[src/rtl/axi_write_mux_pkg.sv]
// rtl/axi_write_mux_pkg.sv - shared types, AXI4 field widths and grant decode for the write mux
package axi_write_mux_pkg;

    localparam int NUM_MASTERS = 4;
    localparam int SEL_W       = 2;
    localparam int LEN_W       = 8;
    localparam int SIZE_W      = 3;
    localparam int BURST_W     = 2;
    localparam int RESP_W      = 2;

    typedef enum logic [1:0] {
        ST_IDLE = 2'd0,
        ST_ADDR = 2'd1,
        ST_DATA = 2'd2,
        ST_RESP = 2'd3
    } state_t;

    typedef struct packed {
        logic             valid;
        logic [SEL_W-1:0] idx;
    } grant_dec_t;

    // Only a clean one-hot grant selects a master; zero or multiple grants are rejected.
    function automatic grant_dec_t decode_grant(input logic [NUM_MASTERS-1:0] g);
        grant_dec_t d;
        d.valid = 1'b1;
        d.idx   = '0;
        case (g)
            4'b0001: d.idx = 2'd0;
            4'b0010: d.idx = 2'd1;
            4'b0100: d.idx = 2'd2;
            4'b1000: d.idx = 2'd3;
            default: d.valid = 1'b0;
        endcase
        return d;
    endfunction

endpackage

[src/rtl/axi_w_beat_counter.sv]
// rtl/axi_w_beat_counter.sv - remaining-beat counter that regenerates WLAST from AWLEN
module axi_w_beat_counter
    import axi_write_mux_pkg::*;
(
    input  logic             clk,
    input  logic             reset,
    input  logic             load,
    input  logic [LEN_W-1:0] len,
    input  logic             dec,
    output logic [LEN_W-1:0] beats,
    output logic             last
);

    always_ff @(posedge clk) begin
        if (reset) begin
            beats <= '0;
        end else if (load) begin
            beats <= len;
        end else if (dec) begin
            beats <= beats - 1'b1;
        end
    end

    assign last = (beats == '0);

endmodule

[src/rtl/axi_write_mux.sv]
// rtl/axi_write_mux.sv - latches one granted master per AXI4 write transaction and routes AW/W/B
module axi_write_mux
    import axi_write_mux_pkg::*;
#(
    parameter int ADDR_W = 32,
    parameter int DATA_W = 32,
    parameter int ID_W   = 4
) (
    input  logic                  ACLK,
    input  logic                  ARESET,
    input  logic                  m0_wgrnt,
    input  logic                  m1_wgrnt,
    input  logic                  m2_wgrnt,
    input  logic                  m3_wgrnt,
    input  logic [ID_W-1:0]       m0_AWID,
    input  logic [ADDR_W-1:0]     m0_AWADDR,
    input  logic [7:0]            m0_AWLEN,
    input  logic [2:0]            m0_AWSIZE,
    input  logic [1:0]            m0_AWBURST,
    input  logic                  m0_AWVALID,
    output logic                  m0_AWREADY,
    input  logic [DATA_W-1:0]     m0_WDATA,
    input  logic [DATA_W/8-1:0]   m0_WSTRB,
    input  logic                  m0_WLAST,
    input  logic                  m0_WVALID,
    output logic                  m0_WREADY,
    output logic [ID_W-1:0]       m0_BID,
    output logic [1:0]            m0_BRESP,
    output logic                  m0_BVALID,
    input  logic                  m0_BREADY,
    input  logic [ID_W-1:0]       m1_AWID,
    input  logic [ADDR_W-1:0]     m1_AWADDR,
    input  logic [7:0]            m1_AWLEN,
    input  logic [2:0]            m1_AWSIZE,
    input  logic [1:0]            m1_AWBURST,
    input  logic                  m1_AWVALID,
    output logic                  m1_AWREADY,
    input  logic [DATA_W-1:0]     m1_WDATA,
    input  logic [DATA_W/8-1:0]   m1_WSTRB,
    input  logic                  m1_WLAST,
    input  logic                  m1_WVALID,
    output logic                  m1_WREADY,
    output logic [ID_W-1:0]       m1_BID,
    output logic [1:0]            m1_BRESP,
    output logic                  m1_BVALID,
    input  logic                  m1_BREADY,
    input  logic [ID_W-1:0]       m2_AWID,
    input  logic [ADDR_W-1:0]     m2_AWADDR,
    input  logic [7:0]            m2_AWLEN,
    input  logic [2:0]            m2_AWSIZE,
    input  logic [1:0]            m2_AWBURST,
    input  logic                  m2_AWVALID,
    output logic                  m2_AWREADY,
    input  logic [DATA_W-1:0]     m2_WDATA,
    input  logic [DATA_W/8-1:0]   m2_WSTRB,
    input  logic                  m2_WLAST,
    input  logic                  m2_WVALID,
    output logic                  m2_WREADY,
    output logic [ID_W-1:0]       m2_BID,
    output logic [1:0]            m2_BRESP,
    output logic                  m2_BVALID,
    input  logic                  m2_BREADY,
    input  logic [ID_W-1:0]       m3_AWID,
    input  logic [ADDR_W-1:0]     m3_AWADDR,
    input  logic [7:0]            m3_AWLEN,
    input  logic [2:0]            m3_AWSIZE,
    input  logic [1:0]            m3_AWBURST,
    input  logic                  m3_AWVALID,
    output logic                  m3_AWREADY,
    input  logic [DATA_W-1:0]     m3_WDATA,
    input  logic [DATA_W/8-1:0]   m3_WSTRB,
    input  logic                  m3_WLAST,
    input  logic                  m3_WVALID,
    output logic                  m3_WREADY,
    output logic [ID_W-1:0]       m3_BID,
    output logic [1:0]            m3_BRESP,
    output logic                  m3_BVALID,
    input  logic                  m3_BREADY,
    output logic [ID_W-1:0]       s_AWID,
    output logic [ADDR_W-1:0]     s_AWADDR,
    output logic [7:0]            s_AWLEN,
    output logic [2:0]            s_AWSIZE,
    output logic [1:0]            s_AWBURST,
    output logic                  s_AWVALID,
    input  logic                  s_AWREADY,
    output logic [DATA_W-1:0]     s_WDATA,
    output logic [DATA_W/8-1:0]   s_WSTRB,
    output logic                  s_WLAST,
    output logic                  s_WVALID,
    input  logic                  s_WREADY,
    input  logic [ID_W-1:0]       s_BID,
    input  logic [1:0]            s_BRESP,
    input  logic                  s_BVALID,
    output logic                  s_BREADY,
    output logic                  busy,
    output logic [1:0]            cur_sel,
    output logic                  wlast_err
);

    logic [NUM_MASTERS-1:0] grnt, awvalid, wlast, wvalid, bready;
    logic [ID_W-1:0]        awid    [NUM_MASTERS];
    logic [ADDR_W-1:0]      awaddr  [NUM_MASTERS];
    logic [LEN_W-1:0]       awlen   [NUM_MASTERS];
    logic [SIZE_W-1:0]      awsize  [NUM_MASTERS];
    logic [BURST_W-1:0]     awburst [NUM_MASTERS];
    logic [DATA_W-1:0]      wdata   [NUM_MASTERS];
    logic [DATA_W/8-1:0]    wstrb   [NUM_MASTERS];

    logic [NUM_MASTERS-1:0] awready, wready, bvalid;
    logic [ID_W-1:0]        bid     [NUM_MASTERS];
    logic [RESP_W-1:0]      bresp   [NUM_MASTERS];

    state_t           state;
    logic [SEL_W-1:0] sel;
    logic [LEN_W-1:0] beats;
    logic             beat_last;
    grant_dec_t       gdec;
    logic             aw_hs, w_hs, b_hs;

    assign grnt    = {m3_wgrnt, m2_wgrnt, m1_wgrnt, m0_wgrnt};
    assign awvalid = {m3_AWVALID, m2_AWVALID, m1_AWVALID, m0_AWVALID};
    assign wlast   = {m3_WLAST, m2_WLAST, m1_WLAST, m0_WLAST};
    assign wvalid  = {m3_WVALID, m2_WVALID, m1_WVALID, m0_WVALID};
    assign bready  = {m3_BREADY, m2_BREADY, m1_BREADY, m0_BREADY};

    assign awid[0] = m0_AWID;       assign awid[1] = m1_AWID;
    assign awid[2] = m2_AWID;       assign awid[3] = m3_AWID;
    assign awaddr[0] = m0_AWADDR;   assign awaddr[1] = m1_AWADDR;
    assign awaddr[2] = m2_AWADDR;   assign awaddr[3] = m3_AWADDR;
    assign awlen[0] = m0_AWLEN;     assign awlen[1] = m1_AWLEN;
    assign awlen[2] = m2_AWLEN;     assign awlen[3] = m3_AWLEN;
    assign awsize[0] = m0_AWSIZE;   assign awsize[1] = m1_AWSIZE;
    assign awsize[2] = m2_AWSIZE;   assign awsize[3] = m3_AWSIZE;
    assign awburst[0] = m0_AWBURST; assign awburst[1] = m1_AWBURST;
    assign awburst[2] = m2_AWBURST; assign awburst[3] = m3_AWBURST;
    assign wdata[0] = m0_WDATA;     assign wdata[1] = m1_WDATA;
    assign wdata[2] = m2_WDATA;     assign wdata[3] = m3_WDATA;
    assign wstrb[0] = m0_WSTRB;     assign wstrb[1] = m1_WSTRB;
    assign wstrb[2] = m2_WSTRB;     assign wstrb[3] = m3_WSTRB;

    assign m0_AWREADY = awready[0]; assign m1_AWREADY = awready[1];
    assign m2_AWREADY = awready[2]; assign m3_AWREADY = awready[3];
    assign m0_WREADY  = wready[0];  assign m1_WREADY  = wready[1];
    assign m2_WREADY  = wready[2];  assign m3_WREADY  = wready[3];
    assign m0_BVALID  = bvalid[0];  assign m1_BVALID  = bvalid[1];
    assign m2_BVALID  = bvalid[2];  assign m3_BVALID  = bvalid[3];
    assign m0_BID     = bid[0];     assign m1_BID     = bid[1];
    assign m2_BID     = bid[2];     assign m3_BID     = bid[3];
    assign m0_BRESP   = bresp[0];   assign m1_BRESP   = bresp[1];
    assign m2_BRESP   = bresp[2];   assign m3_BRESP   = bresp[3];

    assign gdec  = decode_grant(grnt);
    assign aw_hs = s_AWVALID & s_AWREADY;
    assign w_hs  = s_WVALID & s_WREADY;
    assign b_hs  = s_BVALID & s_BREADY;

    always_ff @(posedge ACLK) begin
        if (ARESET) begin
            state     <= ST_IDLE;
            sel       <= '0;
            wlast_err <= 1'b0;
        end else begin
            case (state)
                ST_IDLE: begin
                    if (gdec.valid && awvalid[gdec.idx]) begin
                        sel   <= gdec.idx;
                        state <= ST_ADDR;
                    end
                end
                ST_ADDR: begin
                    if (aw_hs) state <= ST_DATA;
                end
                ST_DATA: begin
                    if (w_hs) begin
                        if (wlast[sel] != beat_last) wlast_err <= 1'b1;
                        if (beat_last) state <= ST_RESP;
                    end
                end
                ST_RESP: begin
                    if (b_hs) state <= ST_IDLE;
                end
                default: state <= ST_IDLE;
            endcase
        end
    end

    axi_w_beat_counter u_beat_counter (
        .clk   (ACLK),
        .reset (ARESET),
        .load  (aw_hs),
        .len   (awlen[sel]),
        .dec   (w_hs & ~beat_last),
        .beats (beats),
        .last  (beat_last)
    );

    // Slave-side payloads are zeroed outside their phase so idle outputs never leak master data.
    always_comb begin
        s_AWID    = '0;
        s_AWADDR  = '0;
        s_AWLEN   = '0;
        s_AWSIZE  = '0;
        s_AWBURST = '0;
        s_AWVALID = 1'b0;
        s_WDATA   = '0;
        s_WSTRB   = '0;
        s_WLAST   = 1'b0;
        s_WVALID  = 1'b0;
        s_BREADY  = 1'b0;
        case (state)
            ST_ADDR: begin
                s_AWID    = awid[sel];
                s_AWADDR  = awaddr[sel];
                s_AWLEN   = awlen[sel];
                s_AWSIZE  = awsize[sel];
                s_AWBURST = awburst[sel];
                s_AWVALID = awvalid[sel];
            end
            ST_DATA: begin
                s_WDATA  = wdata[sel];
                s_WSTRB  = wstrb[sel];
                s_WLAST  = beat_last;
                s_WVALID = wvalid[sel];
            end
            ST_RESP: s_BREADY = bready[sel];
            default: ;
        endcase
    end

    always_comb begin
        awready = '0;
        wready  = '0;
        bvalid  = '0;
        for (int i = 0; i < NUM_MASTERS; i++) begin
            bid[i]   = '0;
            bresp[i] = '0;
        end
        case (state)
            ST_ADDR: awready[sel] = s_AWREADY;
            ST_DATA: wready[sel]  = s_WREADY;
            ST_RESP: begin
                bvalid[sel] = s_BVALID;
                bid[sel]    = s_BID;
                bresp[sel]  = s_BRESP;
            end
            default: ;
        endcase
    end

    assign busy    = (state != ST_IDLE);
    assign cur_sel = sel;

endmodule

[config.mk]
export PLATFORM = sky130hd
export DESIGN_NAME = axi_write_mux
export DESIGN_NICKNAME = d
export VERILOG_FILES = /design/src/rtl/axi_write_mux_pkg.sv /design/src/rtl/axi_w_beat_counter.sv /design/src/rtl/axi_write_mux.sv
export SDC_FILE = /design/constraint.sdc
export NUM_CORES = 1
export LEC_CHECK = 0
export BUFFER_PORTS_ARGS = -buffer_cell sky130_fd_sc_hd__clkbuf_2
export CAP_MARGIN = 20
export CORE_AREA = 2 2 195 197
export CTS_CLUSTER_SIZE = 12
export DETAILED_ROUTE_END_ITERATION = 8
export DIE_AREA = 0 0 197 199
export GPL_TIMING_DRIVEN = 1
export PLACE_DENSITY_LB_ADDON = 0.15
export SLEW_MARGIN = 25
export SYNTH_ARGS = -nofsm -noshare
export SYNTH_HDL_FRONTEND = slang
export SYNTH_SLANG_ARGS = --single-unit
[constraint.sdc]
create_clock -name ACLK -period 6 [get_ports ACLK]
set_clock_uncertainty 0.1 [all_clocks]
set_input_delay 0.6 -clock ACLK [delete_from_list [all_inputs] [get_ports ACLK]]
set_output_delay 0.6 -clock ACLK [all_outputs]
set_load 0.02 [all_outputs]
-- Word level (Yosys, flattened, before mapping)
Cells that the tools add are included.
- register bits: 13
- output and inout bits: 129
- add/sub/neg operators: 1
- order comparisons: 5
- eq/ne operators: 13
- multiplexer cells: 63
- bitwise logic cells: 11
- reductions and logical operators: 11
- operator list (kind ; number):
    $mux 32 ; 6
    $bmux 32 s2 ; 2
    $mux 8 ; 6
    $mux 4 ; 10
    $mux 2 ; 9
    $and 16x16->16 ; 1
    $bmux 4 s2 ; 2
    $bmux 8 s2 ; 1
    $mux 16 ; 1
    $and 4x4->4 ; 3
    $mux 1 ; 11
    $bmux 1 s2 ; 5
    $ne 2x2->1 const B ; 5
    $mux 3 ; 3
    $and 8x8->8 ; 1
    $demux 4 s2 ; 1
    $logic_not 8->1 ; 1
    $pmux 2 s4 ; 1
    $sub 8x1->8 const B ; 1
    $bmux 3 s2 ; 1
    $lt 2x3->1 const B ; 2
    $pmux 2 s3 ; 1
    $reduce_and 5->1 ; 1
    $and 1x1->1 ; 4
    21 further kinds ; 25

-- Longest topological paths before layout
- depth after elaboration: 7
- gate-level depth with buffers: 8

-- Modules after synthesis
From an unflattened synthesis, not the netlist that was laid out.
- cell total of the unflattened synthesis: 363
- area total of the unflattened synthesis: 3737.3 um^2
- modules (own cells, without submodules) (module ; times used ; cells an instance ; area an instance (um^2) ; seq. area each (um^2)):
    axi_write_mux ; 1 ; 307 ; 3264.4 ; 100.1
    axi_w_beat_counter ; 1 ; 56 ; 473.0 ; 160.2

-- Least setup slack after synthesis
Ideal clock, no wire load.
- path type: flip-flop to output port
- from: reg sel[0], in the netlist cur_sel[0]
- to: out s_AWADDR[0]
- arrival: 1826 ps
- data required time: 5300 ps
- path slack: 3474 ps
- cell stages (with the launch flop): 6
- path through: dfxtp_1 buf_4 buf_2 buf_2 mux4_2 and2_1
- cells in the longest elaborated chain, start to end: 5
- RTL lines (what ; line ; source):
    start: declaration ; axi_write_mux.sv:114 ; logic [SEL_W-1:0] sel;
    start signal: assignment ; axi_write_mux.sv:166 ; sel <= gdec.idx;
    $not 2->3 (implied by the code) ; axi_write_mux.sv:213 ; s_AWADDR = awaddr[sel];
    $bmux 32 s2 ; axi_write_mux.sv:213 ;
    $mux 32 (implied by the code) (2 in a row) ; axi_write_mux.sv:213 ;
    $mux 32 ; axi_write_mux.sv:210 ; case (state)
    end: declaration ; axi_write_mux.sv:80 ; output logic [ADDR_W-1:0] s_AWADDR,
Every way passes these cells. The select of a mux whose other input is x is not followed.

-- Worst setup path in the final report
- from: reg sel[1], in the netlist cur_sel[1]
- to: out s_AWLEN[7]
- cells in the longest elaborated chain, start to end: 5
- RTL lines (what ; line ; source):
    $not 2->3 (implied by the code) ; axi_write_mux.sv:214 ; s_AWLEN = awlen[sel];
    $bmux 8 s2 ; axi_write_mux.sv:214 ;
    $mux 8 (implied by the code) (2 in a row) ; axi_write_mux.sv:214 ;
    $mux 8 ; axi_write_mux.sv:210 ;
    end: declaration ; axi_write_mux.sv:81 ; output logic [7:0] s_AWLEN,
Every way passes these cells. The select of a mux whose other input is x is not followed.

==> results.md <==
- Yosys cell types: 39
- EDFF count, synth: 0
- Prevailing post-synth register cell: dfxtp_1
- CTS tree: built
- Status: finished, final reports clean
- Final instance area: 0.00686 mm2
- Share of the synthesized area in the top cell type: 0.517
- Asr flop ratio synth: 0
- Synth top cells by count: 89 x and2_1, 87 x mux4_2, 44 x nor2_1
- Unrepaired setup endpoints after global routing: false
- Vias: 5014
- Mapped Cells: 369
- Hold Vio Cnt, Final: 0
- Layout area overhead: 81.0%
- Routed WL per cell: 17.6 um
- Fin crit period: between 3 and 4 ns
- Worst path cell trace: buf_4, mux4_2, and2_1, clkbuf_2
- Ratio of cells with drive above 1 in the final layout: 0.721
- CP delay by family, top: flip-flops
- Comb pwr share: 0.750
- Post-DP Area: 0.00677 mm2
- Largest net degree at the start of global routing: between 90 and 100
- Synth area leaders: mux4_2 52%, and2_1 15%, dfxtp_1 6.9%
- Simple-Gate Fraction of Synth Area: 0.257
- Worst setup SP type: register
- Worst-Skew Late Latency: 0.25 ns
- Die Wd: 197 um
- Power Total: 974 uW
- Dpl hpwl: 20.2 mm
- First-pass GRT wire length: 32.9 mm
- Switch Pwr: 467 uW
- Clk network pwr share: 0.132
- Hold buffers post-CTS: 0
- Non-filler instance count after layout: 1313
- Xor and xnor area share after synthesis: 0.0208
- Data arrival, critical path: 2.64 ns
- Worst hold margin: 0.400 ns
- Most frequent cell after synthesis: and2_1
- Total negative slack: 0 ns
- Die Ht: 199 um
- Final Wtd Congestion: 0.855
- # diodes: 0
- Starting density of the core: 0.102
- Std cell rows: 71
- YS warnings: 0
- GRT overflow: 0
- WS Path Type: register to output pin
- Yosys top cell by area: mux4_2
- Post-CTS Setup Bufs: 0
- I/O pin total: 500
- Longest Clk Path Bufs: 2
- IO Port Bufs: 499
- Routed Antenna Nets: 0
- Adder-Cell Fraction of Synth Area: 0.0198
- Internal power: 508 uW
- # placed instances: 1309
- Synth Area in Compound Gates: 0.0489
- Sequential share of power: 0.118
- DP Worst Slack: 2.93 ns
- PwrDens: 142 mW/mm2
- Detailed Routing Iterations Pass 1: 6
- Remaining DRCs: 0
- Nets: 1217
- Max H-tree Level: 1
- Maxcap violations: 0
- FMAX: 300 MHz
- Max-slew violations: 0
- Required time worst endpoint: 5.30 ns
- Crit-path max FO: 56
- Initial antenna violation count: 1
- Leak pwr: 3.28 nW
- Syn_area_per_cell: 10.3 um2
- Crit. End Element: output pin
- Post-CTS Resized: 0
- CP max stage cell: dfxtp_4
- Vias in the first global route: between 5000 and 6000
- Via density per instance: between 3 and 4
- Crit path buf inv count: 2
- Cts bufs inserted: 3
- Sequential fraction of the synthesis area: 0.0687
- Post-synthesis mux area share: 0.536
- # fillers: approximately 4300
- Core area: 0.0371 mm2
- Core Util, Final: 0.185
- Root buf cell: clkbuf_16
- Largest family of logic cells by synthesized area: multiplexers
- Mapped cell area: 0.00379 mm2
- Die area: 0.0392 mm2
- 1st-iter DRT viols: between 150 and 200
- Switching portion of total power: 0.479
- Slowest stage delay, CP: just over 0.8 ns
- Max_slew headroom: 0.448
- Clock sinks: 13
- Worst-margin pin slew: around 0.83 ns
- Drt total wl: 23.1 mm
- Maximum VDD drop: a little over 0.08 mV
- Final setup margin: 2.66 ns
- GRT Total Usage: 0.110
- Setup violators final: 0
- Synthesized Nets: 746
- HP Class: register to register
- Clock-pin slew on the worst setup and hold paths: 0.05 ns
- #FFs+latches synth: 13
- Final period util: 0.556
==> cell type report <==
cell class / count / area (um2) / share of cell area
Multi-Input combinational cell: 312 / 3360 / 0.489
Tap cell: 474 / 593 / 0.0865
Timing Repair Buffer: 502 / 2530 / 0.369
Clock buffer: 4 / 78.8 / 0.0115
Inverter: 8 / 30.0 / 0.00438
Sequential cell: 13 / 268 / 0.0390
==> registers in the layout, summed over array words and instances, names as in the netlist <==
| register | cells |
|---|---|
| u_beat_counter.beats | 8 |
| wlast_err | 1 |
| state | 2 |
| cur_sel | 2 |
==> cells by family (layout without fill, tap and decap cells) <==
group                      Yosys count  count (layout)
muxes                               94              94
adders and majority gates            6               6
and+or+nand+nor                    177             177
xor gates and xnor gates             9               9
AOI/OAI and AO/OA                   26              26
DFF                                 13              13
buffers and inverters               44             514
==> placed cells by master, fill, tap and decap left out, types with 2 or more instances in the layout <==
master     count
a211oi_1       2
a21oi_1        9
and2_1        89
buf_4          2
clkbuf_16      3
clkbuf_2     499
dfxtp_1       11
dfxtp_4        2
ha_1           5
inv_1          8
mux2_2         2
mux2i_1        5
mux4_2        87
nand2_1       19
nand2b_1       2
nand3_1        4
nand3b_1       5
nor2_1        44
nor4_1         2
o21ai_0        7
or2_2          3
or4_1          2
xnor2_1        8
==> tightest hold or removal path, delay by kind of cell, from the launching register on <==
kind | cells | cell delay (ns)
flip-flops | 1 | 0.33
multiplexers | 1 | 0.05
AND/OR/NAND/NOR | 1 | 0.06
==> path summary, 6_finish.rpt <==
check	startpoint	end	slack, ns	depth (start not counted)
worst max register to register	cur_sel[1]$_SDFFE_PP0P_	u_beat_counter.beats[6]$_SDFFE_PP0P_	3.37	4
worst min register to register	state[1]$_SDFFE_PP0P_	state[1]$_SDFFE_PP0P_	0.40	2
worst min-delay path	state[1]$_SDFFE_PP0P_	state[1]$_SDFFE_PP0P_	0.40	2
worst max-delay path	cur_sel[1]$_SDFFE_PP0P_	s_AWLEN[7]	2.66	4
==> power groups by stage <==
stage               sequential, mW  combinational (mW)  clock [mW]
floorplan                    0.111               0.423           0
global placement             0.116               0.741           0
detailed placement           0.116               0.736           0
CTS                          0.114               0.741       0.132
global route                 0.117               0.794       0.136
finish                       0.115               0.731       0.129
==> metal layers <==
layer / global-route usage / up-vias / share of wire / wire, um
li1: - / 2343 / - / -
met1: 0.138 / 2385 / 0.41 / 9410
met2: 0.197 / 261 / 0.50 / 11700
met3: 0.0222 / 25 / 0.070 / 1630
met4: 0.0195 / 0 / 0.018 / 410
met5: 0 / - / 0 / 0
(Power assumes the default switching activity.)
